### src/rtl/ram_port_arbiter_if.sv
// Bundle of the instruction port, data port and single-port RAM port around ram_port_arbiter.
// Signal suffixes are from the arbiter's point of view (slave modport).
interface ram_port_arbiter_if #(
   parameter int unsigned AddrWidth = 14
) ();

   logic                 instr_req_i;
   logic [31:0]          instr_addr_i;
   logic                 instr_gnt_o;
   logic                 instr_rvalid_o;
   logic [31:0]          instr_rdata_o;

   logic                 data_req_i;
   logic                 data_we_i;
   logic [3:0]           data_be_i;
   logic [31:0]          data_addr_i;
   logic [31:0]          data_wdata_i;
   logic                 data_gnt_o;
   logic                 data_rvalid_o;
   logic [31:0]          data_rdata_o;

   logic                 mem_req_o;
   logic                 mem_we_o;
   logic [3:0]           mem_be_o;
   logic [AddrWidth-1:0] mem_addr_o;
   logic [31:0]          mem_wdata_o;
   logic [31:0]          mem_rdata_i;

   modport slave (
      input  instr_req_i, instr_addr_i,
      output instr_gnt_o, instr_rvalid_o, instr_rdata_o,
      input  data_req_i, data_we_i, data_be_i, data_addr_i, data_wdata_i,
      output data_gnt_o, data_rvalid_o, data_rdata_o,
      output mem_req_o, mem_we_o, mem_be_o, mem_addr_o, mem_wdata_o,
      input  mem_rdata_i
   );

   modport master (
      output instr_req_i, instr_addr_i,
      input  instr_gnt_o, instr_rvalid_o, instr_rdata_o,
      output data_req_i, data_we_i, data_be_i, data_addr_i, data_wdata_i,
      input  data_gnt_o, data_rvalid_o, data_rdata_o,
      input  mem_req_o, mem_we_o, mem_be_o, mem_addr_o, mem_wdata_o,
      output mem_rdata_i
   );

endinterface

### src/rtl/ram_port_arbiter.sv
// Shares one single-port RAM between instruction fetch and the data bus; data has priority.
// Define ARB_STARVE_GUARD_EN to force an instruction grant after MaxWait lost cycles.
module ram_port_arbiter #(
   parameter int unsigned AddrWidth = 14,
   parameter int unsigned MaxWait   = 4
) (
   input logic               clk_i,
   input logic               rst_i,
   ram_port_arbiter_if.slave bus
);

   typedef enum logic [1:0] {RspIdle, RspInstr, RspData} rsp_e;

   rsp_e rsp_q, rsp_d;
   logic force_instr;
   logic sel_data, sel_instr;
   logic gnt_data, gnt_instr;
   logic instr_rvalid, data_rvalid;

`ifdef ARB_STARVE_GUARD_EN
   logic [3:0] wait_q, wait_d;

   always_comb begin
      wait_d = wait_q;
      if (!bus.instr_req_i || gnt_instr) begin
         wait_d = 4'd0;
      end else if (wait_q != 4'hF) begin
         wait_d = wait_q + 4'd1;
      end
   end

   always_ff @(posedge clk_i) begin
      if (rst_i) begin
         wait_q <= 4'd0;
      end else begin
         wait_q <= wait_d;
      end
   end

   assign force_instr = bus.instr_req_i & (wait_q == 4'(MaxWait));
`else
   logic unused_max_wait;
   assign unused_max_wait = ^4'(MaxWait);
   assign force_instr     = 1'b0;
`endif

   // Steering follows the inputs even in reset; only the strobes and grants are gated.
   assign sel_data  = bus.data_req_i & ~force_instr;
   assign sel_instr = bus.instr_req_i & ~sel_data;
   assign gnt_data  = sel_data & ~rst_i;
   assign gnt_instr = sel_instr & ~rst_i;

   assign bus.data_gnt_o  = gnt_data;
   assign bus.instr_gnt_o = gnt_instr;

   assign bus.mem_req_o   = gnt_data | gnt_instr;
   assign bus.mem_we_o    = sel_data & bus.data_we_i;
   assign bus.mem_be_o    = sel_data ? bus.data_be_i : 4'b0000;
   assign bus.mem_wdata_o = sel_data ? bus.data_wdata_i : 32'd0;
   assign bus.mem_addr_o  = sel_data  ? bus.data_addr_i[AddrWidth+1:2]  :
                            sel_instr ? bus.instr_addr_i[AddrWidth+1:2] : '0;

   always_comb begin
      rsp_d = RspIdle;
      if (gnt_data) begin
         rsp_d = RspData;
      end else if (gnt_instr) begin
         rsp_d = RspInstr;
      end
   end

   always_ff @(posedge clk_i) begin
      if (rst_i) begin
         rsp_q <= RspIdle;
      end else begin
         rsp_q <= rsp_d;
      end
   end

   // A response still in flight when reset arrives is dropped, not delivered.
   assign instr_rvalid = (rsp_q == RspInstr) & ~rst_i;
   assign data_rvalid  = (rsp_q == RspData) & ~rst_i;

   assign bus.instr_rvalid_o = instr_rvalid;
   assign bus.data_rvalid_o  = data_rvalid;
   assign bus.instr_rdata_o  = instr_rvalid ? bus.mem_rdata_i : 32'd0;
   assign bus.data_rdata_o   = data_rvalid ? bus.mem_rdata_i : 32'd0;

   logic unused_addr_bits;
   assign unused_addr_bits = ^{bus.instr_addr_i[31:AddrWidth+2], bus.instr_addr_i[1:0],
                               bus.data_addr_i[31:AddrWidth+2], bus.data_addr_i[1:0]};

endmodule

### src/flat_wrapper.sv
// flat-port wrapper written by rule: the top's interface ports become plain ports
module ram_port_arbiter_flat 
#(
   parameter int unsigned AddrWidth = 14,
   parameter int unsigned MaxWait   = 4
)
  (clk_i, rst_i, bus_instr_req_i, bus_instr_addr_i, bus_instr_gnt_o, bus_instr_rvalid_o, bus_instr_rdata_o, bus_data_req_i, bus_data_we_i, bus_data_be_i, bus_data_addr_i, bus_data_wdata_i, bus_data_gnt_o, bus_data_rvalid_o, bus_data_rdata_o, bus_mem_req_o, bus_mem_we_o, bus_mem_be_o, bus_mem_addr_o, bus_mem_wdata_o, bus_mem_rdata_i);
  ram_port_arbiter_if #(.AddrWidth(AddrWidth)) bus_i ();
  input logic clk_i;
  input logic rst_i;
  input wire logic [$bits(bus_i.instr_req_i)-1:0] bus_instr_req_i;
  input wire logic [$bits(bus_i.instr_addr_i)-1:0] bus_instr_addr_i;
  output wire logic [$bits(bus_i.instr_gnt_o)-1:0] bus_instr_gnt_o;
  output wire logic [$bits(bus_i.instr_rvalid_o)-1:0] bus_instr_rvalid_o;
  output wire logic [$bits(bus_i.instr_rdata_o)-1:0] bus_instr_rdata_o;
  input wire logic [$bits(bus_i.data_req_i)-1:0] bus_data_req_i;
  input wire logic [$bits(bus_i.data_we_i)-1:0] bus_data_we_i;
  input wire logic [$bits(bus_i.data_be_i)-1:0] bus_data_be_i;
  input wire logic [$bits(bus_i.data_addr_i)-1:0] bus_data_addr_i;
  input wire logic [$bits(bus_i.data_wdata_i)-1:0] bus_data_wdata_i;
  output wire logic [$bits(bus_i.data_gnt_o)-1:0] bus_data_gnt_o;
  output wire logic [$bits(bus_i.data_rvalid_o)-1:0] bus_data_rvalid_o;
  output wire logic [$bits(bus_i.data_rdata_o)-1:0] bus_data_rdata_o;
  output wire logic [$bits(bus_i.mem_req_o)-1:0] bus_mem_req_o;
  output wire logic [$bits(bus_i.mem_we_o)-1:0] bus_mem_we_o;
  output wire logic [$bits(bus_i.mem_be_o)-1:0] bus_mem_be_o;
  output wire logic [$bits(bus_i.mem_addr_o)-1:0] bus_mem_addr_o;
  output wire logic [$bits(bus_i.mem_wdata_o)-1:0] bus_mem_wdata_o;
  input wire logic [$bits(bus_i.mem_rdata_i)-1:0] bus_mem_rdata_i;
  assign bus_i.instr_req_i = bus_instr_req_i;
  assign bus_i.instr_addr_i = bus_instr_addr_i;
  assign bus_instr_gnt_o = bus_i.instr_gnt_o;
  assign bus_instr_rvalid_o = bus_i.instr_rvalid_o;
  assign bus_instr_rdata_o = bus_i.instr_rdata_o;
  assign bus_i.data_req_i = bus_data_req_i;
  assign bus_i.data_we_i = bus_data_we_i;
  assign bus_i.data_be_i = bus_data_be_i;
  assign bus_i.data_addr_i = bus_data_addr_i;
  assign bus_i.data_wdata_i = bus_data_wdata_i;
  assign bus_data_gnt_o = bus_i.data_gnt_o;
  assign bus_data_rvalid_o = bus_i.data_rvalid_o;
  assign bus_data_rdata_o = bus_i.data_rdata_o;
  assign bus_mem_req_o = bus_i.mem_req_o;
  assign bus_mem_we_o = bus_i.mem_we_o;
  assign bus_mem_be_o = bus_i.mem_be_o;
  assign bus_mem_addr_o = bus_i.mem_addr_o;
  assign bus_mem_wdata_o = bus_i.mem_wdata_o;
  assign bus_i.mem_rdata_i = bus_mem_rdata_i;
  ram_port_arbiter #(.AddrWidth(AddrWidth), .MaxWait(MaxWait)) u_core (.clk_i(clk_i), .rst_i(rst_i), .bus(bus_i));
endmodule
### config.mk
export PLATFORM = sky130hd
export DESIGN_NAME = ram_port_arbiter_flat
export DESIGN_NICKNAME = d
export VERILOG_FILES = /design/src/rtl/ram_port_arbiter_if.sv /design/src/rtl/ram_port_arbiter.sv /design/src/flat_wrapper.sv
export SDC_FILE = /design/constraint.sdc
export NUM_CORES = 1
export LEC_CHECK = 0
export BUFFER_PORTS_ARGS = -buffer_cell sky130_fd_sc_hd__buf_2
export CAP_MARGIN = 20
export CORE_AREA = 2 2 100 102
export CTS_CLUSTER_SIZE = 40
export DETAILED_ROUTE_END_ITERATION = 10
export DIE_AREA = 0 0 102 104
export PLACE_DENSITY = 0.58
export SYNTH_ARGS = -nofsm -noshare
export SYNTH_HDL_FRONTEND = slang
export SYNTH_SLANG_ARGS = --single-unit
### constraint.sdc
create_clock -name clk_i -period 2 [get_ports clk_i]
set_input_delay 0.2 -clock clk_i [delete_from_list [all_inputs] [get_ports clk_i]]
set_output_delay 0.2 -clock clk_i [all_outputs]
set_load 0.005 [all_outputs]
* Word level (Yosys, flattened, before mapping)
Index checks and enable logic that the tools add are counted.
** Storage, ports and cells
- Input bits :: 137
- Word-level logic and storage cells :: 22
- Bits in registers :: 2
** Operators by class
- Reductions and logical operators :: 1
- Mux-type cells :: 8
- Bitwise operators :: 9
- Equal/unequal tests :: 2
** Operator list (count)
- two-way mux 32 bit :: 3
- two-way mux 14 bit :: 2
- bitwise AND 1 bit :: 6
- two-way mux 4 bit :: 1
- == test 2 x 1 -> 1 bit (second input constant) :: 1
- == test 2 bit (second input constant) :: 1
- two-way mux 2 bit :: 1
- inverter 1 bit :: 2
- OR reduction 2 bit :: 1
- two-way mux 1 bit :: 1
- OR 1 bit :: 1

* Logic depth before layout (Yosys ltp)
- Depth in word-level cells :: 5
- Gate-level depth with buffers :: 5
- Depth with buffers taken out :: 2

* Worst setup path before layout
Ideal clock, no wire load.
- Path type :: flip-flop to output port
- From :: register u_core.rsp_q[1]
- To :: output port bus_data_rdata_o[22]
- Data required time :: 1800 ps
- Path slack :: 865 ps
- Data arrival time :: 935 ps
- Stages on the path, launching flop included :: 4
- Path through :: dfxtp_1 -> nor3b_4 -> buf_6 -> and2_1
** Between the ends
- Word-level cells in the longest chain between the ends :: 3
** Ends and longest elaborated chain
- start, declared :: RTL line ram_port_arbiter.sv:14 : rsp_e rsp_q, rsp_d;
- start signal, assigned :: RTL line ram_port_arbiter.sv:74 : rsp_q <= RspIdle;
- start signal, assigned :: RTL line ram_port_arbiter.sv:76 : rsp_q <= rsp_d;
- == test 2 bit :: RTL line ram_port_arbiter.sv:82 : assign data_rvalid = (rsp_q == RspData) & ~rst_i;
- bitwise AND 1 bit :: RTL line ram_port_arbiter.sv:82
- named net bus_data_rvalid_o :: RTL line flat_wrapper.sv:22 : output wire logic [$bits(bus_i.data_rvalid_o)-1:0] bus_data_rvalid_o;
- two-way mux 32 bit :: RTL line ram_port_arbiter.sv:87 : assign bus.data_rdata_o = data_rvalid ? bus.mem_rdata_i : 32'd0;
- end, declared :: RTL line flat_wrapper.sv:23 : output wire logic [$bits(bus_i.data_rdata_o)-1:0] bus_data_rdata_o;
The timed path passes the listed nets, and every way through them passes these cells.

* Final worst setup path
- From :: register u_core.rsp_q[0]
- To :: output port bus_instr_rdata_o[2]
** Between the ends
- Word-level cells in the longest chain between the ends :: 3
** Ends and longest elaborated chain
- == test 2 x 1 -> 1 bit :: RTL line ram_port_arbiter.sv:81 : assign instr_rvalid = (rsp_q == RspInstr) & ~rst_i;
- bitwise AND 1 bit :: RTL line ram_port_arbiter.sv:81
- two-way mux 32 bit :: RTL line ram_port_arbiter.sv:86 : assign bus.instr_rdata_o = instr_rvalid ? bus.mem_rdata_i : 32'd0;
- end, declared :: RTL line flat_wrapper.sv:15 : output wire logic [$bits(bus_i.instr_rdata_o)-1:0] bus_instr_rdata_o;
Every way passes these cells.

==> results list <==
- Run status: completed
- The worst pin sits at a relative slew slack of 57.22%.
* WP data arrival: 1.34 ns
- Total DRC errors in the routed layout: 0
* Total routing usage reported by global routing: 7.616%
- Critical Path Start Type: register
- For this design the ratio of total power to cell area is 226.9 nW/um^2.
* Number of library cell types mapped by synthesis: 12
- Most frequent standard cell in the layout excluding fill and tap cells: sky130_fd_sc_hd__buf_2
- Die extent in x: 102 um
- Die height: 104 um
* Leak Pwr: 0.001442 uW
- Length of routed met2 wiring: 2337 um
* Count of max-cap constraint violations: 0
- CP required: 1.80 ns
* Setup tns final: 0 ns
* Most flops, register: u_core.rsp_q
* Clock tree root buffer cell: sky130_fd_sc_hd__clkbuf_8
* Synthesized area per cell: 7.123 sq um
- The first global-routing pass estimated 6624 um of wire.
- TritonCTS created 3 clock buffers.
* Post-place instance area: 2181 sq um
- Worst path cell trace: nor3b_4, buf_4, and2_1, buf_2
* Routed wire per std cell: 9.792 um
* TritonCTS clock tree: built
- Critical-path maximum fanout: 33
* Clock Path Buffers: 2
* Number of top-level pins: 257
- IO Port Bufs: 220
* Transition time at the pin with the least slew margin: 0.6387 ns
* Maximum level of the CTS H-tree: 1
- After floorplanning, the core was sized to cover 9549 sq um.
* Unrepaired setup endpoints after global routing: false
* Global route total overflow: 0
- In this design, the stage delay of the slowest critical-path cell is 0.36 ns.
* Hold-fix buffers at CTS: 0
* Fraction of the mapped netlist area in compound gates: 12.30%
* Type of the tightest min-delay check: in -> reg
* Number of global-route vias before repair: 1504
* Cell type of the slowest stage on the worst timing path: sky130_fd_sc_hd__dfxtp_1
- Wire segments on met3 add up to 572 um in the final route.
- After synthesis, flip-flops and latches occupy 4.015% of the total area.
* Nets: 491
* Setup crit end kind: output port
* Highest routed metal layer: met4
* Share of the clock period used by the worst path after layout: 76.83%
- Via density: 3.586
* Number of standard-cell rows in the floorplan: 36
- Counting the fill cells in the layout gives 1075.
- Measured on the finished design, the core utilization comes to 23.27%.
* Max Transition Viols Final: 0
- Fin area: 2222 sq um
* Xor/xnor share of the synthesized area: 0%
* Top achievable clock speed: 650.8 MHz
* Fraction of the mapped netlist area in simple logic gates: 73.02%
- Counting both buffers and inverters, the worst setup path holds a total of 2.
- Leaving out fill and tap cells, the most frequent cells in the layout are sky130_fd_sc_hd__buf_2, sky130_fd_sc_hd__and2_1, sky130_fd_sc_hd__a22o_1.
- After synthesis, the share of cell area in mux cells is 0%.
* Largest family of logic cells by synthesized area: simple AND/OR/NAND/NOR gates
- The cell area that synthesis handed to floorplanning was 997.2 sq um.
* Count of nets left with antenna violations after detail routing: 0
* Final Setup Violations: 0
* Starting utilization of the core area: 10.44%
- Sum of routed wire segments on met1: 1822 um
* Count of buffers added by post-CTS timing repair for setup: 0
- Share of cells above drive strength 1: 67.90%
* Time the worst path needs with I/O delays and setup: 1.537 ns
- Area growth from synthesis to layout: 122.8%
- Maximum resistive drop on vdd: 0.1050 mV
- For this run, the number of Yosys warnings is 0.
* Registers with the most flip-flops: u_core.rsp_q x2
- Entering global routing, the biggest net connects 55 pins.
- Area share of fa/ha/maj cells after synthesis: 0%
* Count of instances resized after the clock tree is built: 0
- The first detailed-routing pass took 4 iterations.
- Post-Syn Nets: 277
* Starting DRT DRC Count: 45
- For this block, the via count after detailed routing is 1739.
- Antenna diode instance count: 0
- For this block, the routed nets add up to 4749 um of wire.
- The die covers 10610 sq um.
- Hold Violations, Final: 0
- The number of antenna violations at the first check in global routing is 0.
- Final weighted congestion of routability-driven global placement: 0.7978
- Synthesis produced 140 cells.
- The register with the most flip-flops in the layout has 2 of them.
* Register bit total from synthesis: 2
- After clock tree synthesis, the clock-pin slew on the worst setup and hold paths is 0.03 ns.
- Delay-heaviest family, CP: buffers and inverters
- The clock net in this run drives a total of 2 sinks.
- The worst setup path is of the reg -> out kind.
- Detailed placement finished with a half-perimeter wire length of 4172 um.
## synth_stat cells
library cell / n / area share, %
sky130_fd_sc_hd__a22o_1: 14 / 12
sky130_fd_sc_hd__and2_1: 95 / 60
sky130_fd_sc_hd__and2_2: 6 / 4.5
sky130_fd_sc_hd__and2b_2: 4 / 3.5
sky130_fd_sc_hd__buf_4: 2 / 1.5
sky130_fd_sc_hd__buf_6: 6 / 6.8
sky130_fd_sc_hd__clkbuf_1: 5 / 1.9
sky130_fd_sc_hd__clkbuf_2: 1 / 0.50
sky130_fd_sc_hd__dfxtp_1: 2 / 4.0
sky130_fd_sc_hd__nor2_1: 2 / 0.75
sky130_fd_sc_hd__nor2b_2: 1 / 0.88
sky130_fd_sc_hd__nor3b_4: 2 / 3.8
## power breakdown
group | total (uW) | internal [uW] | switching, uW
registers | 44.0 | 42.2 | 1.85
logic | 305 | 182 | 124
clock network | 155 | 127 | 28.0
total | 504 | 351 | 153
## final cells by class
cell class	instances	area (sq um)	area share, %
clock buffer	3	41.29	1.858
multi-input combinational	124	850.8	38.29
sequential	2	40.04	1.802
tap	133	166.4	7.489
timing repair buffer	223	1124	50.56
## final timing paths
path                                    from                          to  slack, ns  cells after the start
hold / removal                         rst_i  u_core.rsp_q[1]$_SDFF_PP0_       0.40                      2
setup / recovery  u_core.rsp_q[0]$_SDFF_PP0_        bus_instr_rdata_o[2]       0.46                      4
## logic make-up after synthesis
logic type / after synthesis
flops: 2
compound gates: 14
simple gates: 110
buf+inv: 14
## metal layers
layer	vias to the layer above	GRT usage [%]
met1	734	7.908
met5	-	0
met4	0	1.429
met2	141	15.32
met3	2	1.478
li1	862	-
## stage by stage
| step | setup WS (ns) | hold slack (ns) | cells | power (uW) |
|---|---|---|---|---|
| after floorplan | 0.8648 | 0.4082 | 140 | 165.8 |
| after global placement | 0.5858 | 0.6146 | 482 | 349.3 |
| after detailed placement | 0.5865 | 0.6217 | 482 | 353.9 |
| after CTS | 0.4206 | 0.4080 | 485 | 515.3 |
| after global routing | 0.3488 | 0.4116 | 485 | 552.0 |
| final | 0.4635 | 0.4048 | 485 | 504.1 |
Note: power is estimated with default switching activity, not from simulation.
